<file path="src/rtl/spi_master_ctrl_if.sv">
// Host request/response and slave-side SPI signals of the SPI transaction controller.
interface spi_master_ctrl_if #(
  parameter int WIDTH = 8
);
  logic             tx_valid;
  logic             tx_ready;
  logic [WIDTH-1:0] tx_data;
  logic [WIDTH-1:0] preload_data;
  logic             rx_valid;
  logic [WIDTH-1:0] rx_data;
  logic             busy;
  logic             cs;
  logic             mosi;
  logic             miso;
  logic             load;
  logic             read;
  logic [WIDTH-1:0] slv_data_in;

  modport master (
    input  tx_valid, tx_data, preload_data, miso,
    output tx_ready, rx_valid, rx_data, busy, cs, mosi, load, read, slv_data_in
  );

  modport slave (
    output tx_valid, tx_data, preload_data, miso,
    input  tx_ready, rx_valid, rx_data, busy, cs, mosi, load, read, slv_data_in
  );
endinterface

</file>
<file path="src/rtl/spi_master_ctrl.sv">
// SPI transaction controller: preload the slave, shift WIDTH bits LSB-first, then strobe read.
// Every output is a flop on posedge sclk so the slave sees stable levels at its negedge.
module spi_master_ctrl #(
  parameter int WIDTH      = 8,
  parameter int GAP_CYCLES = 1
) (
  input logic               sclk,
  input logic               reset,
  spi_master_ctrl_if.master bus
);
  localparam int            CW       = (WIDTH > 1) ? $clog2(WIDTH) : 1;
  localparam logic [CW-1:0] LAST_BIT = CW'(WIDTH - 1);
  localparam logic [3:0]    GAP_LOAD = 4'(GAP_CYCLES);

  typedef enum logic [1:0] {IDLE, LOAD, SHIFT, READ} state_t;

  state_t           state_q, state_d;
  logic [CW-1:0]    bit_cnt_q, bit_cnt_d, bit_nxt;
  logic [3:0]       gap_q, gap_d;
  logic [WIDTH-1:0] tx_sh_q, tx_sh_d;
  logic [WIDTH-1:0] rx_sh_q, rx_sh_d, rx_next;
  logic [WIDTH-1:0] rx_data_q, rx_data_d;
  logic [WIDTH-1:0] slv_q, slv_d;
  logic             cs_q, cs_d, mosi_q, mosi_d;
  logic             load_q, load_d, read_q, read_d;
  logic             rx_valid_q, rx_valid_d;
  logic             busy_q, busy_d, tx_ready_q, tx_ready_d;

  always_ff @(posedge sclk) begin
    if (!reset) begin
      state_q    <= IDLE;
      bit_cnt_q  <= '0;
      gap_q      <= '0;
      tx_sh_q    <= '0;
      rx_sh_q    <= '0;
      rx_data_q  <= '0;
      slv_q      <= '0;
      cs_q       <= 1'b1;
      mosi_q     <= 1'b0;
      load_q     <= 1'b0;
      read_q     <= 1'b0;
      rx_valid_q <= 1'b0;
      busy_q     <= 1'b0;
      tx_ready_q <= 1'b1;
    end else begin
      state_q    <= state_d;
      bit_cnt_q  <= bit_cnt_d;
      gap_q      <= gap_d;
      tx_sh_q    <= tx_sh_d;
      rx_sh_q    <= rx_sh_d;
      rx_data_q  <= rx_data_d;
      slv_q      <= slv_d;
      cs_q       <= cs_d;
      mosi_q     <= mosi_d;
      load_q     <= load_d;
      read_q     <= read_d;
      rx_valid_q <= rx_valid_d;
      busy_q     <= busy_d;
      tx_ready_q <= tx_ready_d;
    end
  end

  always_comb begin
    state_d    = state_q;
    bit_cnt_d  = bit_cnt_q;
    gap_d      = gap_q;
    tx_sh_d    = tx_sh_q;
    rx_sh_d    = rx_sh_q;
    rx_data_d  = rx_data_q;
    slv_d      = slv_q;
    cs_d       = cs_q;
    mosi_d     = mosi_q;
    load_d     = 1'b0;
    read_d     = 1'b0;
    rx_valid_d = 1'b0;
    bit_nxt    = bit_cnt_q + 1'b1;
    rx_next    = rx_sh_q;
    rx_next[bit_cnt_q] = bus.miso;

    case (state_q)
      IDLE: begin
        // Requests arriving while the inter-transfer gap runs are dropped, not held.
        if (gap_q != 4'd0) begin
          gap_d = gap_q - 1'b1;
        end else if (bus.tx_valid) begin
          tx_sh_d = bus.tx_data;
          slv_d   = bus.preload_data;
          cs_d    = 1'b1;
          load_d  = 1'b1;
          state_d = LOAD;
        end
      end
      LOAD: begin
        bit_cnt_d = '0;
        mosi_d    = tx_sh_q[0];
        cs_d      = 1'b0;
        state_d   = SHIFT;
      end
      SHIFT: begin
        rx_sh_d = rx_next;
        if (bit_cnt_q == LAST_BIT) begin
          // Last bit goes straight into rx_data so the result is visible in the READ cycle.
          rx_data_d  = rx_next;
          rx_valid_d = 1'b1;
          read_d     = 1'b1;
          cs_d       = 1'b1;
          mosi_d     = 1'b0;
          state_d    = READ;
        end else begin
          bit_cnt_d = bit_nxt;
          mosi_d    = tx_sh_q[bit_nxt];
        end
      end
      READ: begin
        gap_d   = GAP_LOAD;
        state_d = IDLE;
      end
      default: state_d = IDLE;
    endcase

    busy_d     = (state_d != IDLE);
    tx_ready_d = (state_d == IDLE) && (gap_d == 4'd0);
  end

  assign bus.tx_ready    = tx_ready_q;
  assign bus.rx_valid    = rx_valid_q;
  assign bus.rx_data     = rx_data_q;
  assign bus.busy        = busy_q;
  assign bus.cs          = cs_q;
  assign bus.mosi        = mosi_q;
  assign bus.load        = load_q;
  assign bus.read        = read_q;
  assign bus.slv_data_in = slv_q;
endmodule

</file>
<file path="src/flat_wrapper.sv">
// flat-port wrapper written by rule: the top's interface ports become plain ports
module spi_master_ctrl_flat 
#(
  parameter int WIDTH      = 8,
  parameter int GAP_CYCLES = 1
)
  (sclk, reset, bus_tx_valid, bus_tx_data, bus_preload_data, bus_miso, bus_tx_ready, bus_rx_valid, bus_rx_data, bus_busy, bus_cs, bus_mosi, bus_load, bus_read, bus_slv_data_in);
  spi_master_ctrl_if #(.WIDTH(WIDTH)) bus_i ();
  input logic sclk;
  input logic reset;
  input wire logic [$bits(bus_i.tx_valid)-1:0] bus_tx_valid;
  input wire logic [$bits(bus_i.tx_data)-1:0] bus_tx_data;
  input wire logic [$bits(bus_i.preload_data)-1:0] bus_preload_data;
  input wire logic [$bits(bus_i.miso)-1:0] bus_miso;
  output wire logic [$bits(bus_i.tx_ready)-1:0] bus_tx_ready;
  output wire logic [$bits(bus_i.rx_valid)-1:0] bus_rx_valid;
  output wire logic [$bits(bus_i.rx_data)-1:0] bus_rx_data;
  output wire logic [$bits(bus_i.busy)-1:0] bus_busy;
  output wire logic [$bits(bus_i.cs)-1:0] bus_cs;
  output wire logic [$bits(bus_i.mosi)-1:0] bus_mosi;
  output wire logic [$bits(bus_i.load)-1:0] bus_load;
  output wire logic [$bits(bus_i.read)-1:0] bus_read;
  output wire logic [$bits(bus_i.slv_data_in)-1:0] bus_slv_data_in;
  assign bus_i.tx_valid = bus_tx_valid;
  assign bus_i.tx_data = bus_tx_data;
  assign bus_i.preload_data = bus_preload_data;
  assign bus_i.miso = bus_miso;
  assign bus_tx_ready = bus_i.tx_ready;
  assign bus_rx_valid = bus_i.rx_valid;
  assign bus_rx_data = bus_i.rx_data;
  assign bus_busy = bus_i.busy;
  assign bus_cs = bus_i.cs;
  assign bus_mosi = bus_i.mosi;
  assign bus_load = bus_i.load;
  assign bus_read = bus_i.read;
  assign bus_slv_data_in = bus_i.slv_data_in;
  spi_master_ctrl #(.WIDTH(WIDTH), .GAP_CYCLES(GAP_CYCLES)) u_core (.sclk(sclk), .reset(reset), .bus(bus_i));
endmodule
</file>
<file path="config.mk">
export PLATFORM = sky130hd
export DESIGN_NAME = spi_master_ctrl_flat
export DESIGN_NICKNAME = d
export VERILOG_FILES = /design/src/rtl/spi_master_ctrl_if.sv /design/src/rtl/spi_master_ctrl.sv /design/src/flat_wrapper.sv
export SDC_FILE = /design/constraint.sdc
export NUM_CORES = 1
export LEC_CHECK = 0
export CORE_MARGIN = 3
export CORE_UTILIZATION = 51
export DETAILED_ROUTE_END_ITERATION = 8
export PLACE_DENSITY = 0.86
export SYNTH_ARGS = -nofsm -noshare
export SYNTH_HDL_FRONTEND = slang
export SYNTH_SLANG_ARGS = --single-unit
</file>
<file path="constraint.sdc">
create_clock -name sclk -period 2.3 [get_ports sclk]
set_input_delay 0.345 -clock sclk [delete_from_list [all_inputs] [get_ports sclk]]
set_output_delay 0.345 -clock sclk [all_outputs]
set_load 0.01 [all_outputs]
</file>
==> key figures <==
Route
  – Final wirelength: 4370 um
  – Pre-antenna DRT Iters: 4
  – Antenna-violating nets left: 0
  – Routed len/inst: 13.2 um
  – Vias: 1796
  – Initial DRC Count: 77
  – Vias/cell: 5.44
  – DRC errors left: 0

Final layout
  – Antenna diodes: 0
  – Share of cells above drive strength 1: 6.79%
  – Final-layout fill cell count: 349
  – Nets: 306
  – Util after Layout: 66.8%
  – Synth-to-layout area growth: 23.5%

Power and ir drop
  – LEAKAGE: 0.00119 uW
  – Sw Ratio: 36.4%
  – Comb pwr share: 43.4%
  – NetSw: 1040 uW
  – Clock power share: 16.6%
  – P per Cell Area: 1050 nW/um^2
  – VDD IR max: 635 uV
  – Sequential power share: 40.0%
  – P_int: 1820 uW

Synth
  – Cell area after synthesis: 2210 um^2
  – Ys Warns: 0
  – Post-Synthesis Cells: 243
  – Async set-or-reset flop fraction in the synthesized netlist: 0%
  – Seq/Total Area, Yosys: 42.5%
  – Synth area leaders: dfxtp_1 (43%), nand2_1 (9.0%), o211a_1 (6.8%)
  – Distinct cells, synth: 38
  – Yosys top cell area share: 42.5%
  – Syn Area/Cell: 9.10 um^2
  – Synth Flop Type: dfxtp_1
  – Syn nets: 270
  – Yosys reg bits: 47
  – EDFF count, synth: 0
  – Area leader, netlist: dfxtp_1

Worst setup path
  – Kind of cell adding the most delay to the critical path: multiplexers
  – Critical path capture point type: register
  – Critical path's slowest cell: mux4_2
  – Req. time, crit path: 2460 ps
  – Buffers & Inverters on Critical Path: 0
  – Worst setup SP type: register
  – Worst path max stage delay: 510 ps
  – Reg-to-reg setup timing slack: 340 ps
  – Crit path top cell by count: ha_1
  – WP data arrival: 2130 ps
  – Crit-path cells: ha_1, ha_1, mux4_2, mux2i_1, o21ai_0
  – Crit Path Class: reg -> reg
  – Critical-path maximum fanout: 11

Clock tree
  – CTS tree: done
  – Skew-Pair Late Insertion Delay: 290 ps
  – Resized cells post-CTS: 0
  – Clk sink count: 47
  – Hold Buf Count CTS: 0
  – # H-tree levels: 2
  – Clock root cell: clkbuf_8
  – Clock transition at path regs: 90 ps
  – CTS Buffer Depth: 2
  – Clock buffer count from CTS: 5
  – Post-CTS Setup Repair Bufs: 0

Global routing
  – First-pass GRT wire length: 7410 um
  – Vias in the first global route: 1705
  – Initial antenna violation count: 0
  – GRT Overall Usage: 18.1%
  – Largest net degree at the start of global routing: 23
  – Total grt overflow: 0

Floorplan
  – Row count: 23
  – I/O pin count: 43
  – Core box area: 4090 um^2
  – Die W: 71.9 um
  – Die area: 5160 um^2
  – Die H: 71.9 um
  – Initial Util: 54.1%

Timing
  – Final setup viols: 0
  – Period utilisation layout: 85.3%
  – Slew Viols, Final: 0
  – Fmax: 509 MHz
  – RSZ-0062 raised after global routing: no
  – Clk_skew: 7.37 ps
  – Tmin final: 1960 ps
  – Max-Slew Margin vs Limit: 61.4%
  – Total Neg Setup Slack: 0 ps
  – Final Hold Viols: 0
  – Slew @ Worst Pin: 579 ps

Job
  – Max-cap violations: 0

Placement
  – Buffers on Ports: 42
  – Detailed Place HPWL: 3080 um
  – GP Congestion: 0.788

Run status
  – Status: complete, no violations

Hold path
  – Tightest Hold Check Type: reg -> reg
layout by cell type, fill, tap and decap left out, types with 5 or more instances in the layout:
cell type,instances
and2_1,6
inv_1,8
clkdlybuf4s50_1,42
dfxtp_1,47
buf_4,7
a21boi_0,11
ha_1,7
mux2i_1,11
o211a_1,15
o21ai_0,8
a21boi_1,10
nand3_1,5
nand2_1,53
clkbuf_8,5
nor2b_1,6
tightest hold or removal path, cell delays in order, from the launching register on:
cell,delay (ps)
dfxtp_1,310
nand2_1,50
a21boi_1,50
synthesized netlist by cell type (2+ instances only):
| cell type | n |
|---|---|
| a22o_1 | 2 |
| buf_4 | 4 |
| clkbuf_1 | 12 |
| nand3b_1 | 4 |
| buf_2 | 3 |
| nor3_1 | 3 |
| or3_1 | 2 |
| dfxtp_1 | 47 |
| a21boi_1 | 10 |
| o211a_1 | 15 |
| ha_1 | 7 |
| nor2b_1 | 6 |
| a22oi_1 | 2 |
| nand3_1 | 5 |
| mux4_2 | 2 |
| nor3b_1 | 4 |
| o21ai_1 | 2 |
| a21boi_0 | 11 |
| o21ai_0 | 8 |
| mux2i_1 | 11 |
| and2_1 | 6 |
| inv_1 | 8 |
| nand2_1 | 53 |
| and3_1 | 2 |
power groups by stage:
stage,Clock (uW),Combinational [uW],Sequential (uW)
final,475,1240,1150
after global routing,527,1400,1170
after CTS,494,1250,1150
after detailed placement,0,1240,1160
after global placement,0,1210,1160
after floorplan,0,880,1170
state kept, by name, indices dropped and copies added (netlist names):
register                count
u_core.state_q              2
u_core.bit_cnt_q            3
u_core.gap_q                4
u_core.bus.tx_ready         1
u_core.bus.read             1
u_core.bus.busy             1
u_core.bus.slv_data_in      8
u_core.rx_sh_q              8
u_core.bus.rx_data          8
u_core.bus.mosi             1
u_core.tx_sh_q              8
u_core.bus.cs               1
u_core.bus.load             1
cell type report:
cell class	count	area (um^2)	area share, %
inverter	8	30.0	1.10
timing repair buffer	49	473	17.3
clock buffer	6	72.6	2.66
sequential	47	941	34.4
clock inverter	2	12.5	0.458
tap	50	62.6	2.29
multi-input combinational	168	1140	41.7
path summary, 6_finish.rpt:
path / startpoint / end / depth (start not counted)
setup / recovery: u_core.bit_cnt_q[1] / u_core.bus.mosi / 5
setup reg to reg: u_core.bit_cnt_q[1] / u_core.bus.mosi / 5
hold / removal: u_core.bus.slv_data_in[0] / u_core.bus.slv_data_in[0] / 2
hold reg to reg: u_core.bus.slv_data_in[0] / u_core.bus.slv_data_in[0] / 2
per-layer routing:
metal | up-vias | wire length, um | GRT usage [%]
met5 | - | 0 | 0
met4 | 0 | 56 | 5.64
met3 | 6 | 238 | 5.33
met2 | 45 | 2160 | 31.5
met1 | 841 | 1920 | 21.2
li1 | 904 | - | -
cells by family after synthesis:
| family | count (synthesis) | synth area share (%) |
|---|---|---|
| and+or+nand+nor | 92 | 20.8 |
| AOI/OAI and AO/OA | 55 | 19.3 |
| DFF | 47 | 42.5 |
| buffers and inverters | 28 | 5.94 |
| muxes | 14 | 7.52 |
| adders and majority gates | 7 | 3.96 |
metrics by stage:
step,hold slack [ps],std cells,total power (uW),setup WS (ps),instance area [um^2]
after global placement,442,322,2370,500,2650
after detailed placement,446,322,2410,422,2650
after floorplan,432,243,2050,601,2210
after CTS,457,330,2890,331,2730
after global routing,467,330,3100,240,2730
final,453,330,2860,337,2730
(Power assumes the default switching activity.)
